[src/rtl/rand_dir_sampler_pkg.sv]
// rand_dir_sampler_pkg
// Shared enemy-control definitions for the random direction sampler.
//   dir_t        : movement direction, UP/RIGHT/DOWN/LEFT encoded 0..3
//   state_t      : sampler FSM states
//   *_DEFAULT    : default values for the sampler parameters
package rand_dir_sampler_pkg;

  typedef enum logic [1:0] {
    UP    = 2'd0,
    RIGHT = 2'd1,
    DOWN  = 2'd2,
    LEFT  = 2'd3
  } dir_t;

  typedef enum logic [1:0] {
    S_IDLE   = 2'd0,
    S_PRIME  = 2'd1,
    S_SAMPLE = 2'd2,
    S_DONE   = 2'd3
  } state_t;

  // Shortest move (in frames) that is worth issuing.
  localparam int unsigned MIN_DUR_DEFAULT    = 8;
  // Random words examined per request before the deterministic fallback.
  localparam int unsigned MAX_TRIES_DEFAULT  = 8;
  // Longest run of identical consecutive directions.
  localparam int unsigned MAX_REPEAT_DEFAULT = 2;

endpackage

[src/rtl/rand_dir_sampler.sv]
// rand_dir_sampler
// Draws a direction/duration pair from an external random generator on
// request. Words that are zero, too short, or would extend a run of
// identical directions past MAX_REPEAT are rejected; after MAX_TRIES
// rejections a deterministic fallback (next direction clockwise, MIN_DUR)
// is issued instead.
//
// Ports
//   clk    in   system clock, rising edge
//   reset  in   synchronous active-high reset
//   req    in   level request, sampled only while idle
//   rnd_in in   9-bit random word: [1:0] dir, [2] unused, [8:3] duration
//   rnd_en out  enable for the random generator (high while priming/sampling)
//   dir    out  issued direction, held until the next valid pulse
//   dur    out  issued duration in frames, held until the next valid pulse
//   valid  out  one-cycle pulse when dir/dur are updated
//   busy   out  high whenever a transaction is in progress
module rand_dir_sampler
  import rand_dir_sampler_pkg::*;
#(
  parameter int unsigned MIN_DUR    = MIN_DUR_DEFAULT,
  parameter int unsigned MAX_TRIES  = MAX_TRIES_DEFAULT,
  parameter int unsigned MAX_REPEAT = MAX_REPEAT_DEFAULT
) (
  input  logic       clk,
  input  logic       reset,
  input  logic       req,
  input  logic [8:0] rnd_in,
  output logic       rnd_en,
  output logic [1:0] dir,
  output logic [5:0] dur,
  output logic       valid,
  output logic       busy
);

  localparam int unsigned TRY_W = $clog2(MAX_TRIES + 1);
  localparam int unsigned REP_W = $clog2(MAX_REPEAT + 1);

  localparam logic [TRY_W-1:0] TRY_LIMIT = TRY_W'(MAX_TRIES);
  localparam logic [REP_W-1:0] REP_LIMIT = REP_W'(MAX_REPEAT);
  localparam logic [5:0]       MIN_DUR_W = 6'(MIN_DUR);

  state_t             state_q;
  logic               prime_cnt_q;
  logic [TRY_W-1:0]   try_cnt_q;
  dir_t               dir_q;
  dir_t               last_dir_q;
  logic [5:0]         dur_q;
  logic [REP_W-1:0]   repeat_cnt_q;
  logic               rnd_en_q;
  logic               valid_q;
  logic               busy_q;

  dir_t               cand_dir;
  logic [5:0]         cand_dur;
  logic               cand_reject;
  logic               tries_done;
  dir_t               fallback_dir;
  logic [REP_W-1:0]   repeat_next;

  // Bit 2 of the random word carries no meaning for this block.
  logic unused_rnd_bit;
  assign unused_rnd_bit = rnd_in[2];

  always_comb begin
    cand_dir     = dir_t'(rnd_in[1:0]);
    cand_dur     = rnd_in[8:3];
    cand_reject  = (rnd_in == 9'd0)
                || (cand_dur < MIN_DUR_W)
                || ((cand_dir == last_dir_q) && (repeat_cnt_q == REP_LIMIT));
    // The try counter reaches the limit on the cycle after the last
    // rejection; that cycle issues the fallback without looking at rnd_in.
    tries_done   = (try_cnt_q == TRY_LIMIT);
    fallback_dir = dir_t'(last_dir_q + 2'd1);
    // dir_q holds the value being issued while in DONE.
    if (dir_q == last_dir_q) begin
      repeat_next = (repeat_cnt_q == REP_LIMIT) ? REP_LIMIT : repeat_cnt_q + 1'b1;
    end else begin
      repeat_next = REP_W'(1);
    end
  end

  always_ff @(posedge clk) begin
    if (reset) begin
      state_q      <= S_IDLE;
      prime_cnt_q  <= 1'b0;
      try_cnt_q    <= '0;
      dir_q        <= UP;
      last_dir_q   <= UP;
      dur_q        <= 6'd0;
      repeat_cnt_q <= '0;
      rnd_en_q     <= 1'b0;
      valid_q      <= 1'b0;
      busy_q       <= 1'b0;
    end else begin
      case (state_q)
        S_IDLE: begin
          if (req) begin
            state_q     <= S_PRIME;
            prime_cnt_q <= 1'b0;
            try_cnt_q   <= '0;
            rnd_en_q    <= 1'b1;
            busy_q      <= 1'b1;
          end
        end

        // Two cycles of enable before the first word is trusted, matching
        // the generator's enable-to-output latency.
        S_PRIME: begin
          if (prime_cnt_q) begin
            state_q <= S_SAMPLE;
          end else begin
            prime_cnt_q <= 1'b1;
          end
        end

        S_SAMPLE: begin
          if (tries_done) begin
            dir_q    <= fallback_dir;
            dur_q    <= MIN_DUR_W;
            valid_q  <= 1'b1;
            rnd_en_q <= 1'b0;
            state_q  <= S_DONE;
          end else if (!cand_reject) begin
            dir_q    <= cand_dir;
            dur_q    <= cand_dur;
            valid_q  <= 1'b1;
            rnd_en_q <= 1'b0;
            state_q  <= S_DONE;
          end else begin
            try_cnt_q <= try_cnt_q + 1'b1;
          end
        end

        S_DONE: begin
          valid_q      <= 1'b0;
          busy_q       <= 1'b0;
          last_dir_q   <= dir_q;
          repeat_cnt_q <= repeat_next;
          state_q      <= S_IDLE;
        end

        default: begin
          state_q <= S_IDLE;
        end
      endcase
    end
  end

  assign rnd_en = rnd_en_q;
  assign dir    = dir_q;
  assign dur    = dur_q;
  assign valid  = valid_q;
  assign busy   = busy_q;

endmodule

[config.mk]
export PLATFORM = sky130hd
export DESIGN_NAME = rand_dir_sampler
export DESIGN_NICKNAME = d
export VERILOG_FILES = /design/src/rtl/rand_dir_sampler_pkg.sv /design/src/rtl/rand_dir_sampler.sv
export SDC_FILE = /design/constraint.sdc
export NUM_CORES = 1
export LEC_CHECK = 0
export ABC_CLOCK_PERIOD_IN_PS = 1780
export CORE_ASPECT_RATIO = 0.75
export CORE_UTILIZATION = 51
export CTS_CLUSTER_DIAMETER = 100
export DETAILED_ROUTE_END_ITERATION = 8
export PLACE_DENSITY = 0.85
export SETUP_SLACK_MARGIN = 0.3
export SLEW_MARGIN = 20
export SYNTH_ARGS = -nofsm -noshare
export SYNTH_HDL_FRONTEND = slang
export SYNTH_SLANG_ARGS = --single-unit
[constraint.sdc]
create_clock -name clk -period 1.78 [get_ports clk]
set_input_delay 0.356 -clock clk [delete_from_list [all_inputs] [get_ports clk]]
set_output_delay 0.356 -clock clk [all_outputs]
set_load 0.01 [all_outputs]
==> impl_results.md <==
* DR vias at 1261
* Vias in the first global route at 1060
* Post-Syn Instances at around 140
* Slowest-stage cell, CP: dfxtp_2
* Residual DRC at 0
* Syn avg cell area at 9.18 µm²
* Final min period at 1.58 ns
* Ys flop type: dfxtp_1
* Max-cap violations at 0
* Slowest stage delay, CP at 0.37 ns
* Dpl hpwl at 2130 µm
* TNS Setup at 0 ns
* Commonest cells after routing, fill and taps aside: buf_4 (17), dfxtp_1 (15), dlygate4sd2_1 (11)
* Ys async rst share at 0
* First-pass GRT wire length at 4980 µm
* DRT Pass-1 Iters at 4
* Clk buf depth at 2
* Final ANT Viol Nets at 0
* Overflow after GRT at 0
* Initial Util at 0.541
* FP Rows at 15
* Mapped Area at 1250 µm²
* Ys Warns at 0
* Die width at 59.1 µm
* Core area at ~2300 µm²
* Worst-path maximum fanout at 8
* H-tree depth at 1
* Total CTS buffers at 3
* Fmax achieved at 634 MHz
* Cell variety after synth at 42
* Clk_skew at 0.00582 ns
* Setup violators final at 0
* Seq/Total Area, Yosys at 0.353
* R2r setup slk at 0.20 ns
* Final slew viol count at 0
* Status: completed
* Pin count of the biggest net entering global routing at 14
* Period utilization at 0.886
* Total length of routed wires at 3780 µm
* Slew @ Worst Pin at 0.341 ns
* Static Leak at about 0.00073 µW
* Crit path kind: reg2reg
* Antenna violations before repair at 0
* Syn nets at 156
* EDFF count, synth at 0
* Tot GR Track Use at 0.254
* Routed len/inst at 18.0 µm
* Layout Nets at around 200
* Antenna Cells at 0
* CTS Hold Buffers Added at 0
* Critical Path RT at about 2.0 ns
* Min-Delay Path Class: in2reg
* CTS Sinks at 22
* Die Y at 44.9 µm
* Initial DRC count at between 80 and 90
* Critical Path End Type: register
* Clk root buf: clkbuf_4
* Layout area overhead at 48.0%
* Io pins at 23
* Arrival @ worst endpoint at 1.82 ns
* Number of vias per cell at 6.00
* Die Footprint at about 2700 µm²
* Buffers on Ports at 21
* Fraction of layout cells with a size suffix above 1 at 0.381
* Final hold slack at 0.411 ns
* CTS tree: built
* Worst-path cell chain: buf_4 > ha_2 > inv_2 > a21oi_4 > buf_12 > a21oi_2 > a211oi_1
* Clock-pin slew on the worst setup and hold paths at around 0.13 ns
* Most common cell after layout, fill and taps aside: buf_4
* Peak VDD IR at 0.670 mV
* Final hold vios at 0
* Final Wtd Congestion at 0.872
* Clk_lat worst skew at roughly 0.32 ns
* P per Cell Area at 1180 nW/µm²
* CP startpoint kind: register
* Unrepaired setup endpoints after global routing: true
* Synth Register Bits at 22
* Slew HR at 0.773
==> cells by family (layout without fill, tap and decap cells) <==
family	after synthesis	count (layout)	share of synthesized area
compound gates	35	35	0.197
fa+ha+maj	8	8	0.0802
mux	7	7	0.0571
flops	22	22	0.353
xor+xnor	5	5	0.0411
simple gates	44	44	0.207
buf+inv	15	55	0.0641
==> per-layer routing <==
layer,vias to the layer above,part of all wire,global-route usage
met5,-,0,0
li1,570,-,-
met4,0,0.019,0.0762
met3,14,0.085,0.0659
met2,73,0.50,0.416
met1,604,0.40,0.333
==> cell usage after synthesis (all sizes together) (2+ instances only) <==
cell	number	area, µm²
nor3	5	30.0
or2b	2	15.0
a311oi	2	30.0
inv	7	26.3
nand3	3	20.0
o21ai	6	30.0
o32ai	2	17.5
mux2i	6	60.1
nand4	7	43.8
a21oi	18	101
nand2b	7	43.8
nand2	4	15.0
dfxtp	22	440
nor2	8	30.0
buf	5	42.5
clkbuf	3	11.3
a31oi	2	27.5
xnor2	4	42.6
ha	8	100
==> report_power, final <==
part	leakage (µW)	switching (µW)	internal [µW]
Sequential	0.000182	74.9	600
Clock	0.0000279	164	228
Combinational	0.000525	555	559
==> registers in the layout (all words and copies together) (netlist names) <==
| register | flops |
|---|---|
| busy | 1 |
| try_cnt_q | 4 |
| valid | 1 |
| repeat_cnt_q | 2 |
| rnd_en | 1 |
| prime_cnt_q | 1 |
| state_q | 2 |
| dur | 6 |
| last_dir_q | 2 |
| dir | 2 |
==> per-stage QoR <==
stage               utilization  worst slack (ns)  instance area [µm²]  cells  power, µW
finish                    0.801             0.202                 1850    210       2180
CTS                       0.743             0.294                 1720    204       1930
global placement          0.655            0.0108                 1510    190       1460
detailed placement        0.655           -0.0530                 1510    190       1490
global route              0.801             0.134                 1850    210       2280
floorplan                     -             0.315                 1250    136       1180
==> timing repair <==
action,in CTS,in global routing
setup endpoints to repair,27,15
pin swaps,9,11
buffers inserted,9,6
endpoints found under the hold margin,0,0
resized for setup,38,21
gates cloned,1,0
==> final cells by class <==
class	instances	area, µm²
multi-input combinational	99	870
fill	147	460
tap	34	42.5
clock buffer	3	22.5
sequential	22	449
timing repair buffer	44	408
clock inverter	1	30.0
inverter	7	26.3
==> worst max-delay path: cells and delay by family, from the launching register on <==
family                   cells  cell delay, ns
buffers and inverters        3            0.39
AO/OA/AOI/OAI                3            0.49
flip-flops                   1            0.37
adder cells (fa/ha/maj)      1            0.24
==> path summary, 6_finish.rpt <==
path / to / cells after the start / from
setup / recovery: valid$_SDFFE_PP0P_ / 7 / state_q[1]$_SDFFE_PP0P_
hold / removal: dur[5]$_SDFFE_PP0P_ / 3 / rnd_in[8]
setup reg to reg: valid$_SDFFE_PP0P_ / 7 / state_q[1]$_SDFFE_PP0P_
hold reg to reg: dur[4]$_SDFFE_PP0P_ / 2 / dur[4]$_SDFFE_PP0P_
(Power assumes the default switching activity.)
